==> config.mk <==
export PLATFORM = sky130hd
export DESIGN_NAME = mem_access_ctrl_flat
export DESIGN_NICKNAME = d
export VERILOG_FILES = /design/src/rtl/mem_access_ctrl_if.sv /design/src/rtl/mem_access_ctrl.sv /design/src/flat_wrapper.sv
export SDC_FILE = /design/constraint.sdc
export NUM_CORES = 1
export LEC_CHECK = 0
export CAP_MARGIN = 10
export CELL_PAD_IN_SITES_DETAIL_PLACEMENT = 2
export CELL_PAD_IN_SITES_GLOBAL_PLACEMENT = 2
export CORE_ASPECT_RATIO = 0.9
export CORE_UTILIZATION = 22
export DETAILED_ROUTE_END_ITERATION = 16
export PLACE_DENSITY = 0.79
export SYNTH_ARGS = -nofsm -noshare
export SYNTH_HDL_FRONTEND = slang
export SYNTH_SLANG_ARGS = --single-unit
==> constraint.sdc <==
create_clock -name clk -period 1.7 [get_ports clk]
set_input_delay 0.255 -clock clk [delete_from_list [all_inputs] [get_ports clk]]
set_output_delay 0.255 -clock clk [all_outputs]
set_load 0.02 [all_outputs]
==> src/rtl/mem_access_ctrl_if.sv <==
// rtl/mem_access_ctrl_if.sv - request-side and memory-side bundles for mem_access_ctrl
interface mem_req_if #(
  parameter int DATA_W = 32,
  parameter int ADDR_W = 32
);
  logic              req;
  logic              we;
  logic [ADDR_W-1:0] addr_in;
  logic [DATA_W-1:0] wdata_in;
  logic              busy;
  logic              done;
  logic              err;
  logic [DATA_W-1:0] rdata_out;

  modport master (output req, we, addr_in, wdata_in, input busy, done, err, rdata_out);
  modport slave  (input req, we, addr_in, wdata_in, output busy, done, err, rdata_out);
endinterface

interface mem_bus_if #(
  parameter int DATA_W = 32,
  parameter int ADDR_W = 32
);
  logic [ADDR_W-1:0] mem_address;
  logic [DATA_W-1:0] mem_data_in;
  logic [DATA_W-1:0] mem_data_out;
  logic              mem_read;
  logic              mem_write;

  modport master (output mem_address, mem_data_in, mem_read, mem_write, input mem_data_out);
  modport slave  (input mem_address, mem_data_in, mem_read, mem_write, output mem_data_out);
endinterface

==> src/rtl/mem_access_ctrl.sv <==
// rtl/mem_access_ctrl.sv - single-word initiator for an asynchronous RAM with strobe setup/hold
module mem_access_ctrl #(
  parameter int DATA_W      = 32,
  parameter int ADDR_W      = 32,
  parameter int MEM_DEPTH   = 512,
  parameter int WAIT_CYCLES = 1
) (
  input  logic      clk,
  input  logic      clr,
  mem_req_if.slave  req_if,
  mem_bus_if.master mem_if
);

  localparam int CNT_W = (WAIT_CYCLES > 1) ? $clog2(WAIT_CYCLES) : 1;
  // One extra bit so MEM_DEPTH == 2**ADDR_W still compares correctly.
  localparam logic [ADDR_W:0] DEPTH_X = (ADDR_W + 1)'(MEM_DEPTH);

  typedef enum logic [2:0] {
    S_IDLE,
    S_SETUP,
    S_ACCESS,
    S_HOLD,
    S_DONE,
    S_ERR
  } state_t;

  state_t            state_q, state_d;
  logic [ADDR_W-1:0] mar_q, mar_d;
  logic [DATA_W-1:0] mdr_q, mdr_d;
  logic [DATA_W-1:0] rdata_q, rdata_d;
  logic              op_q, op_d;
  logic [CNT_W-1:0]  cnt_q, cnt_d;
  logic              out_of_range;

  assign out_of_range = {1'b0, req_if.addr_in} >= DEPTH_X;

  always_ff @(posedge clk) begin
    if (clr) begin
      state_q <= S_IDLE;
      mar_q   <= '0;
      mdr_q   <= '0;
      rdata_q <= '0;
      op_q    <= 1'b0;
      cnt_q   <= '0;
    end else begin
      state_q <= state_d;
      mar_q   <= mar_d;
      mdr_q   <= mdr_d;
      rdata_q <= rdata_d;
      op_q    <= op_d;
      cnt_q   <= cnt_d;
    end
  end

  always_comb begin
    state_d = state_q;
    mar_d   = mar_q;
    mdr_d   = mdr_q;
    rdata_d = rdata_q;
    op_d    = op_q;
    cnt_d   = cnt_q;
    case (state_q)
      S_IDLE: begin
        if (req_if.req) begin
          mar_d = req_if.addr_in;
          op_d  = req_if.we;
          if (req_if.we) begin
            mdr_d = req_if.wdata_in;
          end
          state_d = out_of_range ? S_ERR : S_SETUP;
        end
      end
      S_SETUP: begin
        cnt_d   = CNT_W'(WAIT_CYCLES - 1);
        state_d = S_ACCESS;
      end
      S_ACCESS: begin
        if (cnt_q != '0) begin
          cnt_d = cnt_q - CNT_W'(1);
        end else begin
          if (!op_q) begin
            mdr_d = mem_if.mem_data_out;
          end
          state_d = S_HOLD;
        end
      end
      S_HOLD: begin
        // Read result becomes visible together with the done pulse.
        if (!op_q) begin
          rdata_d = mdr_q;
        end
        state_d = S_DONE;
      end
      S_DONE:  state_d = S_IDLE;
      S_ERR:   state_d = S_IDLE;
      default: state_d = S_IDLE;
    endcase
  end

  assign req_if.busy      = (state_q == S_SETUP) || (state_q == S_ACCESS) || (state_q == S_HOLD);
  assign req_if.done      = (state_q == S_DONE) || (state_q == S_ERR);
  assign req_if.err       = (state_q == S_ERR);
  assign req_if.rdata_out = rdata_q;

  assign mem_if.mem_address = mar_q;
  assign mem_if.mem_data_in = mdr_q;
  assign mem_if.mem_read    = (state_q == S_ACCESS) && !op_q;
  assign mem_if.mem_write   = (state_q == S_ACCESS) && op_q;

endmodule

==> src/flat_wrapper.sv <==
// flat-port wrapper written by rule: the top's interface ports become plain ports
module mem_access_ctrl_flat 
#(
  parameter int DATA_W      = 32,
  parameter int ADDR_W      = 32,
  parameter int MEM_DEPTH   = 512,
  parameter int WAIT_CYCLES = 1
)
  (clk, clr, req_if_req, req_if_we, req_if_addr_in, req_if_wdata_in, req_if_busy, req_if_done, req_if_err, req_if_rdata_out, mem_if_mem_address, mem_if_mem_data_in, mem_if_mem_read, mem_if_mem_write, mem_if_mem_data_out);
  mem_req_if #(.DATA_W(DATA_W), .ADDR_W(ADDR_W)) req_if_i ();
  mem_bus_if #(.DATA_W(DATA_W), .ADDR_W(ADDR_W)) mem_if_i ();
  input  logic clk;
  input  logic clr;
  input wire logic [$bits(req_if_i.req)-1:0] req_if_req;
  input wire logic [$bits(req_if_i.we)-1:0] req_if_we;
  input wire logic [$bits(req_if_i.addr_in)-1:0] req_if_addr_in;
  input wire logic [$bits(req_if_i.wdata_in)-1:0] req_if_wdata_in;
  output wire logic [$bits(req_if_i.busy)-1:0] req_if_busy;
  output wire logic [$bits(req_if_i.done)-1:0] req_if_done;
  output wire logic [$bits(req_if_i.err)-1:0] req_if_err;
  output wire logic [$bits(req_if_i.rdata_out)-1:0] req_if_rdata_out;
  output wire logic [$bits(mem_if_i.mem_address)-1:0] mem_if_mem_address;
  output wire logic [$bits(mem_if_i.mem_data_in)-1:0] mem_if_mem_data_in;
  output wire logic [$bits(mem_if_i.mem_read)-1:0] mem_if_mem_read;
  output wire logic [$bits(mem_if_i.mem_write)-1:0] mem_if_mem_write;
  input wire logic [$bits(mem_if_i.mem_data_out)-1:0] mem_if_mem_data_out;
  assign req_if_i.req = req_if_req;
  assign req_if_i.we = req_if_we;
  assign req_if_i.addr_in = req_if_addr_in;
  assign req_if_i.wdata_in = req_if_wdata_in;
  assign req_if_busy = req_if_i.busy;
  assign req_if_done = req_if_i.done;
  assign req_if_err = req_if_i.err;
  assign req_if_rdata_out = req_if_i.rdata_out;
  assign mem_if_mem_address = mem_if_i.mem_address;
  assign mem_if_mem_data_in = mem_if_i.mem_data_in;
  assign mem_if_mem_read = mem_if_i.mem_read;
  assign mem_if_mem_write = mem_if_i.mem_write;
  assign mem_if_i.mem_data_out = mem_if_mem_data_out;
  mem_access_ctrl #(.DATA_W(DATA_W), .ADDR_W(ADDR_W), .MEM_DEPTH(MEM_DEPTH), .WAIT_CYCLES(WAIT_CYCLES)) u_core (.clk(clk), .clr(clr), .req_if(req_if_i), .mem_if(mem_if_i));
endmodule
==> results.yml <==
sta:
  fin_crit_sh_pct: 102
  fmax_mhz: 579
  setup_viol: 10
  holdWs_ns: 0.408
  slew_headroom_pct: 60.4
  period_minus_slack_ns: 1.73
  worst_slack_ns: -0.0261
  rsz0062_at_grt: "true"
  skew_ns: 0.00451
  maxSlewViolCount: 0
  hold_viol: 0
  tightest_slew_ns: 0.595
finish:
  antenna_cells: 0
  postLayoutCellArea_mm2: 0.00717
  areaGrowthSynthToFinish_pct: 72.6
  drive_gt1_share_pct: 17.2
  final_common_cell: "clkdlybuf4s50_1"
  fin_nets: 769
  ff_latch_area_mm2: 0.00201
  multi_input_area_mm2: 0.00210
  post-route-util_pct: 38.9
  final_cell_mix: "194 x clkdlybuf4s50_1, 130 x nand2_1, 97 x dfxtp_1, 65 x a21oi_1, 34 x nor2_1"
  fillers: 1963
hold_path:
  min_from: "clr"
  min_path_type: "in -> reg"
  holdPathStages: 2
  worstHoldEndpoint: "u_core.mem_if.mem_address[27]$_SDFFE_PP0P_"
drt:
  routedWlPerCell_um: 18.1
  wl_um: 16600
  drt-pass1-iter-count: 4
  detail-route-antenna-nets: 0
  drt_iter0_drc: 115
  via_per_inst: 4.57
  dr_total_vias: 4195
  detail_route.drc_violations: 0
synthesis:
  syn_area_per_cell_um2: 9.02
  seq_area_frac_synth_pct: 48.2
  yosysUniqueCellTypes: 26
  ys_warn_count: 0
  synth-seq-cells: 100
  synthesis.instances: 460
  synth_nets: 560
  syn_area_mm2: 0.00415
place:
  place_area_mm2: 0.00653
  hpwlAfterDp_um: 12000
  dpl_worst_slack_ns: -0.302
  io_buffers: 200
  gp_congestion: 0.737
critical_path:
  reg2reg_from: "u_core.state_q[2]$_SDFFE_PP0P_"
  crit_required_ns: 1.44
  regToRegEndpoint: "u_core.mem_if.mem_data_in[8]$_SDFFE_PP0P_"
  startpoint_type: "flip-flop"
  arrival_ns: 1.47
  critPathMaxFanout: 5
  critical_path_class: "reg -> out"
  worst-r2r-setup-slack_ns: -0.02
  endpoint_kind: "output port"
  ff2ff_path_depth: 7
floorplan:
  die_h_um: 132
  die-area_mm2: 0.0194
  die_w_um: 147
  io_pins: 201
  start_util_pct: 22.6
  core_mm2: 0.0184
  num_rows: 47
global_routing:
  grt_pass1_vias: 4681
  antenna_found_initial: 0
  grt_max_degree: 45
  grt_pass1_wl_um: 25600
  gr-total-overflow: 0
  grt_util_all_layers_pct: 16.9
clock_tree:
  ctsLongestPathBuffers: 2
  cts-root-buf: "clkbuf_16"
  htreeDepth: 3
  cts_tree: "done"
  insertion_delay_ns: 0.35
  cts_buffers: 9
  clk_pin_slew_worst_paths_ns: 0.07
  cts_sinks: 100
  hold_buffers: 0
run_status:
  violations: "negative setup slack"
  outcome: "complete, but fails checks"
job:
  drv_cap: 0
power_and_ir_drop:
  p_leak_nw: 2.44
  pwr_density_cell_mw_per_mm2: 948
  vdd_drop_max_v: 0.000453
## final cells by class
type	count	area share, %
clock buffers	9	3.14
well taps	245	4.28
clock inverters	6	1.22
flip-flops and latches	100	28.1
multi-input cells	318	29.3
repair buffers	240	34.0
## worst max-delay path by stage
stage,from,endpoint,slack [ns],cells after the start
after detailed placement,req_if_req,u_core.mem_if.mem_address[5]$_SDFFE_PP0P_,-0.30,5
after floorplan,u_core.state_q[2]$_SDFFE_PP0P_,u_core.mem_if.mem_address[3]$_SDFFE_PP0P_,0.20,5
after CTS,u_core.state_q[2]$_SDFFE_PP0P_,mem_if_mem_write,-0.04,5
after global placement,req_if_req,u_core.op_q$_SDFFE_PP0P_,-0.22,5
final,u_core.state_q[2]$_SDFFE_PP0P_,mem_if_mem_write,-0.03,5
after global routing,u_core.state_q[2]$_SDFFE_PP0P_,mem_if_mem_write,-0.10,5
## cells in the mapped netlist
| cell type | n | area, µm² |
|---|---|---|
| nor3_1 | 2 | 10.0 |
| buf_2 | 11 | 55.1 |
| and3_1 | 1 | 6.26 |
| a221oi_1 | 3 | 26.3 |
| nor2b_1 | 1 | 6.26 |
| nor4b_4 | 2 | 47.6 |
| nor4_1 | 6 | 37.5 |
| nand2_2 | 1 | 6.26 |
| xnor2_1 | 1 | 8.76 |
| a21boi_0 | 1 | 7.51 |
| buf_4 | 12 | 90.1 |
| nor2_1 | 35 | 131 |
| a2111oi_0 | 1 | 8.76 |
| nor4bb_1 | 1 | 10.0 |
| nand2_1 | 130 | 488 |
| a21oi_1 | 65 | 325 |
| a221oi_2 | 29 | 435 |
| nor3b_1 | 1 | 7.51 |
| mux2i_1 | 32 | 320 |
| dfxtp_1 | 100 | 2000 |
| clkbuf_1 | 19 | 71.3 |
| nand4bb_1 | 1 | 11.3 |
| a21o_1 | 1 | 7.51 |
| and2_1 | 2 | 12.5 |
| and4_1 | 1 | 8.76 |
| or4b_2 | 1 | 10.0 |
## layer usage
layer	vias up	routed length (µm)	track usage (%)
met5	-	0	0
met4	0	203	3.65
met3	15	874	5.29
met2	117	8640	30.1
met1	2060	6850	19.8
li1	2003	-	-
## worst max-delay path, cell delays in order (launching register included)
cell	delay [ns]
dfxtp_4	0.36
buf_6	0.13
nor3b_4	0.25
buf_12	0.14
and2_4	0.12
buf_6	0.12
## power breakdown
group,internal (mW),switching [mW]
Sequential,2.53,0.148
Combinational,0.950,0.935
Clock,1.29,0.945
Total,4.77,2.03
## what timing repair did
action	CTS	global route
cloned	1	0
pin swaps	2	3
setup buffers	11	1
setup endpoints to repair	9	61
resized for setup	26	23
## state kept, by name, summed over array words and instances, names as in the netlist
register	count
u_core.mem_if.mem_address	32
u_core.mem_if.mem_data_in	32
u_core.req_if.rdata_out	32
u_core.state_q	3
u_core.op_q	1
## per-stage QoR
step                power [mW]  instances  setup TNS (ns)
floorplan                 3.57        460               0
detailed placement        4.47        890          -12.41
global route              7.11        918           -1.59
CTS                       6.84        917         -0.0613
finish                    6.80        918          -0.119
global placement          4.40        890           -8.48
## cell families after synthesis
family | share of synthesized area, %
AND/OR/NAND/NOR | 19.1
AO/OA/AOI/OAI | 19.5
flip-flops | 48.2
buffers and inverters | 5.21
multiplexers | 7.72
XOR/XNOR | 0.211
(Power assumes the default switching activity.)
